==> config.mk <==
export PLATFORM = sky130hd
export DESIGN_NAME = pattern_scan_ctrl
export DESIGN_NICKNAME = d
export VERILOG_FILES = /design/src/rtl/pattern_scan_ctrl.sv
export SDC_FILE = /design/constraint.sdc
export NUM_CORES = 1
export LEC_CHECK = 0
export CORE_MARGIN = 2
export CORE_UTILIZATION = 50
export CTS_CLUSTER_DIAMETER = 200
export DETAILED_ROUTE_END_ITERATION = 10
export GPL_ROUTABILITY_DRIVEN = 0
export GPL_TIMING_DRIVEN = 0
export PLACE_DENSITY = 0.77
export SYNTH_ARGS = -nofsm -noshare
export SYNTH_HDL_FRONTEND = slang
export SYNTH_SLANG_ARGS = --single-unit
==> constraint.sdc <==
create_clock -name clk -period 2.68 [get_ports clk]
set_input_delay 0.536 -clock clk [delete_from_list [all_inputs] [get_ports clk]]
set_output_delay 0.536 -clock clk [all_outputs]
set_load 0.03 [all_outputs]
==> src/rtl/pattern_scan_ctrl.sv <==
// Serial pattern scanner: matches a latched 5-bit pattern against an accepted bit stream.
// Optional macro PATTERN_SCAN_OVERLAP_EN keeps history after a hit so overlapping matches count.
module pattern_scan_ctrl (
  input  logic       clk,
  input  logic       reset,
  input  logic       start,
  input  logic       abort,
  input  logic [4:0] pattern,
  input  logic [3:0] hit_limit,
  input  logic       in_valid,
  input  logic       in,
  output logic       in_ready,
  output logic       busy,
  output logic       match,
  output logic [3:0] hit_count,
  output logic       done
);

  typedef enum logic [1:0] {IDLE, SCAN, DONE} state_t;

  state_t     state, state_nx;
  logic [4:0] pat_q, pat_nx;
  logic [3:0] lim_q, lim_nx;
  logic [3:0] hist_q, hist_nx;
  logic [2:0] fill_q, fill_nx;
  logic [3:0] cnt_nx, cnt_inc;
  logic       match_nx, done_nx, hit;

  assign in_ready = (state == SCAN);
  assign busy     = (state == SCAN) || (state == DONE);

  always_comb begin
    state_nx = state;
    pat_nx   = pat_q;
    lim_nx   = lim_q;
    hist_nx  = hist_q;
    fill_nx  = fill_q;
    cnt_nx   = hit_count;
    match_nx = 1'b0;
    done_nx  = 1'b0;
    hit      = 1'b0;
    cnt_inc  = (hit_count == 4'hF) ? hit_count : hit_count + 4'd1;
    case (state)
      IDLE: begin
        if (start) begin
          state_nx = SCAN;
          pat_nx   = pattern;
          lim_nx   = hit_limit;
          hist_nx  = '0;
          fill_nx  = '0;
          cnt_nx   = '0;
        end
      end
      SCAN: begin
        // abort suppresses any hit evaluated on the same bit
        if (abort) begin
          state_nx = IDLE;
        end else if (in_valid) begin
          hit     = (fill_q == 3'd4) && ({hist_q, in} == pat_q);
          hist_nx = {hist_q[2:0], in};
          if (fill_q != 3'd4) fill_nx = fill_q + 3'd1;
          if (hit) begin
            match_nx = 1'b1;
            cnt_nx   = cnt_inc;
`ifdef PATTERN_SCAN_OVERLAP_EN
            hist_nx  = {hist_q[2:0], in};
`else
            hist_nx  = '0;
            fill_nx  = '0;
`endif
            if ((lim_q != 4'd0) && (cnt_inc == lim_q)) begin
              state_nx = DONE;
              done_nx  = 1'b1;
            end
          end
        end
      end
      DONE:    state_nx = IDLE;
      default: state_nx = IDLE;
    endcase
  end

  always_ff @(posedge clk) begin
    if (!reset) begin
      state     <= IDLE;
      pat_q     <= '0;
      lim_q     <= '0;
      hist_q    <= '0;
      fill_q    <= '0;
      hit_count <= '0;
      match     <= 1'b0;
      done      <= 1'b0;
    end else begin
      state     <= state_nx;
      pat_q     <= pat_nx;
      lim_q     <= lim_nx;
      hist_q    <= hist_nx;
      fill_q    <= fill_nx;
      hit_count <= cnt_nx;
      match     <= match_nx;
      done      <= done_nx;
    end
  end

endmodule

==> run_results.csv, run 1 <==
group,metric,value,unit
clock_tree,clock-sinks,24,
sta,rsz0062_at_grt,"no",
route,dr.pass1.iters,4,
sta,worst_slew_pin_slew,0.635,ns
floorplan,core_area,2250,sq um
clock_tree,cts_buffers,3,
critical_path,crit_fanout,6,
yosys,synth_seq_cells,24,
route,wirelength,2580,um
route,via_count,1148,
pwr,leakage,0.556,nW
placement,dp_cells,200,
yosys,synth_seq_area_share,39.7,%
sta,fin_tns_setup,0,ns
clock_tree,cts_htree_levels,1,
clock_tree,ctsResizeCount,0,
placement,io_buffers,22,
clock_tree,cts.reportedPaths.clkPinSlew,0.13,ns
yosys,synth_cell_types,34,
pwr,ir_drop,0.489,mV
cells_and_area,drive_gt1_share,6.82,%
yosys,synth_area,1210,sq um
sta,finalSetupViolations,0,
clock_tree,clk_latency,0.32,ns
min_path,hp-class,"flop to flop",
pwr,powerDensity,517,nW/um^2
sta,finClkSkew,0.00489,ns
critical_path,r2r-start,"state[1]",
cells_and_area,multiInputGateArea,696,sq um
critical_path,crit_start,"in",
global_route,grt_pass1_wl,4240,um
clock_tree,cts_tree,"built",
yosys,syn-instance-count,150,
route,wl_per_cell,12.6,um
critical_path,required,2.87,ns
status,status,"complete, no violations",
global_route,grt-ovfl-total,0,
pwr,power.total,0.785,mW
global_route,grt_pass1_vias,1025,
critical_path,crit_path_end_kind,"flop",
clock_tree,cts_setup_buffers,0,
clock_tree,cts_buffer_depth,2,
global_route,grt_max_degree,15,
floorplan,start_util,53.7,%
critical_path,crit_type,"input pin to flop",
min_path,min_from,"pat_q[1]",
cells_and_area,nets,197,
cells_and_area,seq_area,480,sq um
floorplan,chipWidth,53.2,um
route,drt_iter0_drc,26,
yosys,async_flop_share,0,%
route,ant_nets,0,
sta,period_share,85.7,%
clock_tree,cts_root_buf,"clkbuf_4",
yosys,ys_warn_count,0,
sta,hold_viol_final,0,
clock_tree,cts_hold_buf,0,
yosys,synth-edff-count,0,
floorplan,ios,23,
route,viasPerCell,5.63,
global_route,grt_use_total,20.4,%
sta,slew_headroom,57.2,%
floorplan,fp.dieH,53.2,um
yosys,synth_area_per_cell,8.07,sq um
yosys,yosys_most_used_dff,"dfxtp_1",
sta,clock.fmax,435,MHz
cells_and_area,layout_common_cells,"nand2_1, dfxtp_1, clkdlybuf4s50_1",
cells_and_area,diodes,0,
yosys,synthesis.nets,170,
cells_and_area,nFillCells,215,
floorplan,rows,17,
route,post-route-drc-count,0,
run,maxCapViolations,0,
sta,min_period,2.30,ns
cells_and_area,final_cells,204,
floorplan,dieArea,2830,sq um
sta,report.final.slew_viol_count,0,
global_route,grt_antenna_before_repair,0,
cells_and_area,area_growth,25.4,%
critical_path,cp-start-kind,"input pin",
critical_path,worstPathArrival,2.49,ns
placement,hpwl,2010,um
cells_and_area,final_common_cell,"nand2_1",
-- cell families (layout without fill, tap and decap cells) --
| kind of cell | after synthesis | in the layout | share of synthesized area, % |
|---|---|---|---|
| AND/OR/NAND/NOR | 65 | 65 | 26.6 |
| AO/OA/AOI/OAI | 35 | 35 | 16.8 |
| adder cells (fa/ha/maj) | 5 | 5 | 5.17 |
| multiplexers | 2 | 2 | 1.76 |
| flip-flops | 24 | 24 | 39.7 |
| XOR/XNOR | 10 | 10 | 7.24 |
| buffers and inverters | 9 | 35 | 2.79 |
-- flip-flops by register name, indices dropped and copies added (netlist names) --
register / cells
state: 2
match: 1
fill_q: 3
lim_q: 4
done: 1
hist_q: 4
pat_q: 5
hit_count: 4
-- worst max-delay path, stage by stage --
cell,delay [ns]
clkdlybuf4s50_1,0.49
xnor2_1,0.13
nand4_1,0.18
or2_2,0.36
and2_1,0.18
o21ai_0,0.51
a21oi_1,0.09
-- report_power, final --
group / total (mW) / internal [mW] / switching, mW
clock network: 0.262 / 0.151 / 0.111
registers: 0.383 / 0.371 / 0.0116
logic: 0.140 / 0.0623 / 0.0775
total: 0.785 / 0.585 / 0.200
-- cell type report --
cell class	count	share of cell area, %
buffer	3	0.742
clock buffer	3	1.48
clock inverter	1	1.98
inverter	6	1.48
multi-input combinational	117	45.8
sequential	24	31.7
tap	28	2.31
timing repair buffer	22	14.5
-- final timing paths --
kind / slack, ns / to / cells past startpoint
max: 0.38 / hist_q[2] / 7
min: 0.48 / pat_q[1] / 2
max reg2reg: 0.40 / hist_q[2] / 8
min reg2reg: 0.48 / pat_q[1] / 2
-- synthesized netlist by cell type (3+ instances only) --
| master | count | area share (%) |
|---|---|---|
| a21oi_1 | 18 | 7.4 |
| a31oi_1 | 3 | 1.6 |
| clkbuf_1 | 3 | 0.93 |
| dfxtp_1 | 24 | 40 |
| ha_1 | 5 | 5.2 |
| inv_1 | 5 | 1.6 |
| nand2_1 | 27 | 8.4 |
| nand3_1 | 12 | 5.0 |
| nor2_1 | 7 | 2.2 |
| nor3_1 | 3 | 1.2 |
| o21ai_0 | 7 | 2.9 |
| or2_2 | 3 | 1.6 |
| xnor2_1 | 6 | 4.3 |
| xor2_1 | 4 | 2.9 |
-- through the flow --
| step | setup slack [ns] | instance area (sq um) | utilization [%] | hold slack, ns |
|---|---|---|---|---|
| global placement | 0.0215 | 1470 | 65.0 | 0.461 |
| detailed placement | 0.0546 | 1470 | 65.0 | 0.472 |
| finish | 0.384 | 1520 | 67.3 | 0.484 |
| floorplan | 0.464 | 1210 | - | 0.448 |
| CTS | 0.400 | 1520 | 67.3 | 0.491 |
| global route | 0.0891 | 1520 | 67.3 | 0.511 |
-- routing by layer --
layer / routed length [um] / up-vias / GRT usage (%)
met5: 0 / - / 0
met4: 31 / 0 / 5.56
met3: 132 / 4 / 6.50
met2: 1280 / 28 / 35.6
met1: 1130 / 538 / 23.8
li1: - / 578 / -
Note: power is estimated with default switching activity, not from simulation.
==> run 2: changes to the inputs <==
--- a/constraint.sdc
+++ b/constraint.sdc
@@ -3,2 +3,2 @@
 set_output_delay 0.536 -clock clk [all_outputs]
-set_load 0.03 [all_outputs]
+set_load 0.02 [all_outputs]
==> results of run 2 <==
Same layout as run 1 (identical final DEF). Status: complete, no violations.
Main changes from that run: total power 0.785 mW -> 0.783 mW
==> run 3: changes to the inputs <==
- CORE_ASPECT_RATIO: unset -> 0.8
- GPL_TIMING_DRIVEN: 0 -> 1
==> run 3 against run 2 <==
  * Largest cell class unchanged
  * Final cell count fell by 0.98%
  * Non-clock buffer count rose by 1
  * Critical path type is now flop to flop
  * Largest power group unchanged
  * Combinational power increased by 5%
  * Core utilization rose by 1.9 points
  * Total power grew 0.93%
  * Worst setup slack improved by 0.091 ns
  * Critical endpoint is now state[1]
  * Die area about the same
==> run_results.csv, run 3 (synthesis gave the netlist of run 1 again) <==
group,metric,value,unit
pwr,powerDensity,516,nW/um^2
global_route,gr-max-usage-layer,"met2",
sta,rsz0062_at_grt,"no",
pwr,leakage,0.571,nW
critical_path,r2r-start,"hit_count[1]",
clock_tree,cts_setup_buffers,0,
critical_path,ff2ff_setup_slack,0.47,ns
placement,hpwl,2010,um
critical_path,crit_buf_inv,0,
route,post-route-drc-count,0,
sta,report.final.slew_viol_count,0,
global_route,grt_antenna_before_repair,0,
cells_and_area,drive_gt1_share,9.04,%
global_route,grt_pass1_wl,4260,um
sta,fin_tns_setup,0,ns
critical_path,cpMaxStageDelayCell,"or4_4",
route,dr.pass1.iters,4,
global_route,grt-ovfl-total,0,
floorplan,fp.dieH,48,um
cells_and_area,final_common_cell,"nand2_1",
global_route,grt_max_degree,15,
cells_and_area,post-route-util,69.2,%
min_path,hp-class,"flop to flop",
clock_tree,cts_root_buf,"clkbuf_4",
route,via_count,1136,
critical_path,crit_family,"simple AND/OR/NAND/NOR gates",
clock_tree,cts.reportedPaths.clkPinSlew,0.13,ns
min_path,min_from,"lim_q[3]",
global_route,grt_pass1_vias,1003,
cells_and_area,largest-register,"pat_q",
sta,finClkSkew,0.00187,ns
run,maxCapViolations,0,
critical_path,crit_fanout,6,
critical_path,required,2.94,ns
route,viasPerCell,5.62,
placement,dpl_cell_area,1480,sq um
clock_tree,cts_htree_levels,1,
route,wirelength,2610,um
cells_and_area,stdcell_area,1530,sq um
status,status,"complete, no violations",
cells_and_area,nets,198,
cells_and_area,final_cells,202,
critical_path,r2r_end,"state[1]",
clock_tree,cts_hold_buf,0,
placement,dp_cells,198,
floorplan,dieArea,2830,sq um
cells_and_area,area_growth,26.7,%
route,wl_per_cell,12.9,um
sta,hold_viol_final,0,
sta,timing.hold.ws,0.484,ns
sta,slew_headroom,70.8,%
global_route,grt_use_total,20.6,%
min_path,hold_path_depth,2,
critical_path,path_cells,"ha_1 > nand3_2 > nor3_1 > a31oi_1 > or4_4 > or3_1 > a21oi_1",
floorplan,start_util,54.6,%
route,ant_nets,0,
critical_path,crit_cells,7,
cells_and_area,layout_common_cells,"nand2_1, dfxtp_1, clkdlybuf4s50_1",
clock_tree,ctsResizeCount,0,
placement,io_buffers,22,
min_path,hold_end,"lim_q[3]",
sta,clock.fmax,453,MHz
clock_tree,clk_latency,0.32,ns
sta,finalSetupViolations,0,
clock_tree,cts_tree,"built",
critical_path,cp-start-kind,"flop",
sta,period_share,82.3,%
critical_path,worstPathArrival,2.47,ns
cells_and_area,diodes,0,
global_route,grt_util_met3,5.95,%
floorplan,ios,23,
floorplan,rows,15,
critical_path,crit_path_end_kind,"flop",
cells_and_area,largest_reg_flops,5,
global_route,grt_util_met2,37.1,%
floorplan,core_area,2210,sq um
critical_path,rr_worst_depth,7,
clock_tree,cts_buffers,3,
sta,worst_slew_pin_slew,0.435,ns
floorplan,chipWidth,59.0,um
sta,min_period,2.21,ns
pwr,ir_drop,0.343,mV
critical_path,crit_path_max_incr_delay,0.51,ns
clock_tree,clock-sinks,24,
clock_tree,cts_buffer_depth,2,
critical_path,crit_type,"flop to flop",
global_route,grt_use_met1,24.8,%
route,drt_iter0_drc,56,
[run 3: changes by cell type in the layout (fill, tap and decap cells not counted)]
cell / change
buf_4: +4
clkbuf_1: -3
[run 3: power by group]
part / leakage (nW) / switching (mW) / internal, mW
Combinational: 0.348 / 0.0774 / 0.0680
Sequential: 0.195 / 0.0111 / 0.371
Clock: 0.0279 / 0.111 / 0.151
[run 3: worst max path at each step]
stage | from | to
after floorplan | hit_count[0] | state[1]
after global placement | in | state[1]
after detailed placement | in | fill_q[1]
after CTS | hit_count[0] | state[1]
after global routing | hit_count[0] | state[0]
final | hit_count[1] | state[1]
[run 3: per-layer routing]
metal  wire length (um)  part of all wire, %
met5                  0                    0
met4                 21                 0.81
met3                172                  6.6
met2               1200                   46
met1               1210                   47
[run 3: metrics by stage]
stage          power [mW]  setup slack (ns)
2_1_floorplan       0.477             0.548
3_3_place_gp        0.529             0.291
3_5_place_dp        0.534             0.205
4_1_cts             0.791             0.484
5_1_grt             0.825             0.266
6_report            0.790             0.475
[run 3: layout make-up]
class	count	area, sq um
inverters	6	22.5
well taps	25	31.3
repair buffers	26	250
fillers	184	682
clock inverters	1	30.0
flip-flops and latches	24	480
multi-input cells	117	696
clock buffers	3	22.5
[run 3: tightest hold or removal path: stages, from the launching register on]
cell     delay, ns
dfxtp_1       0.35
nand2_1       0.05
a21oi_1       0.05
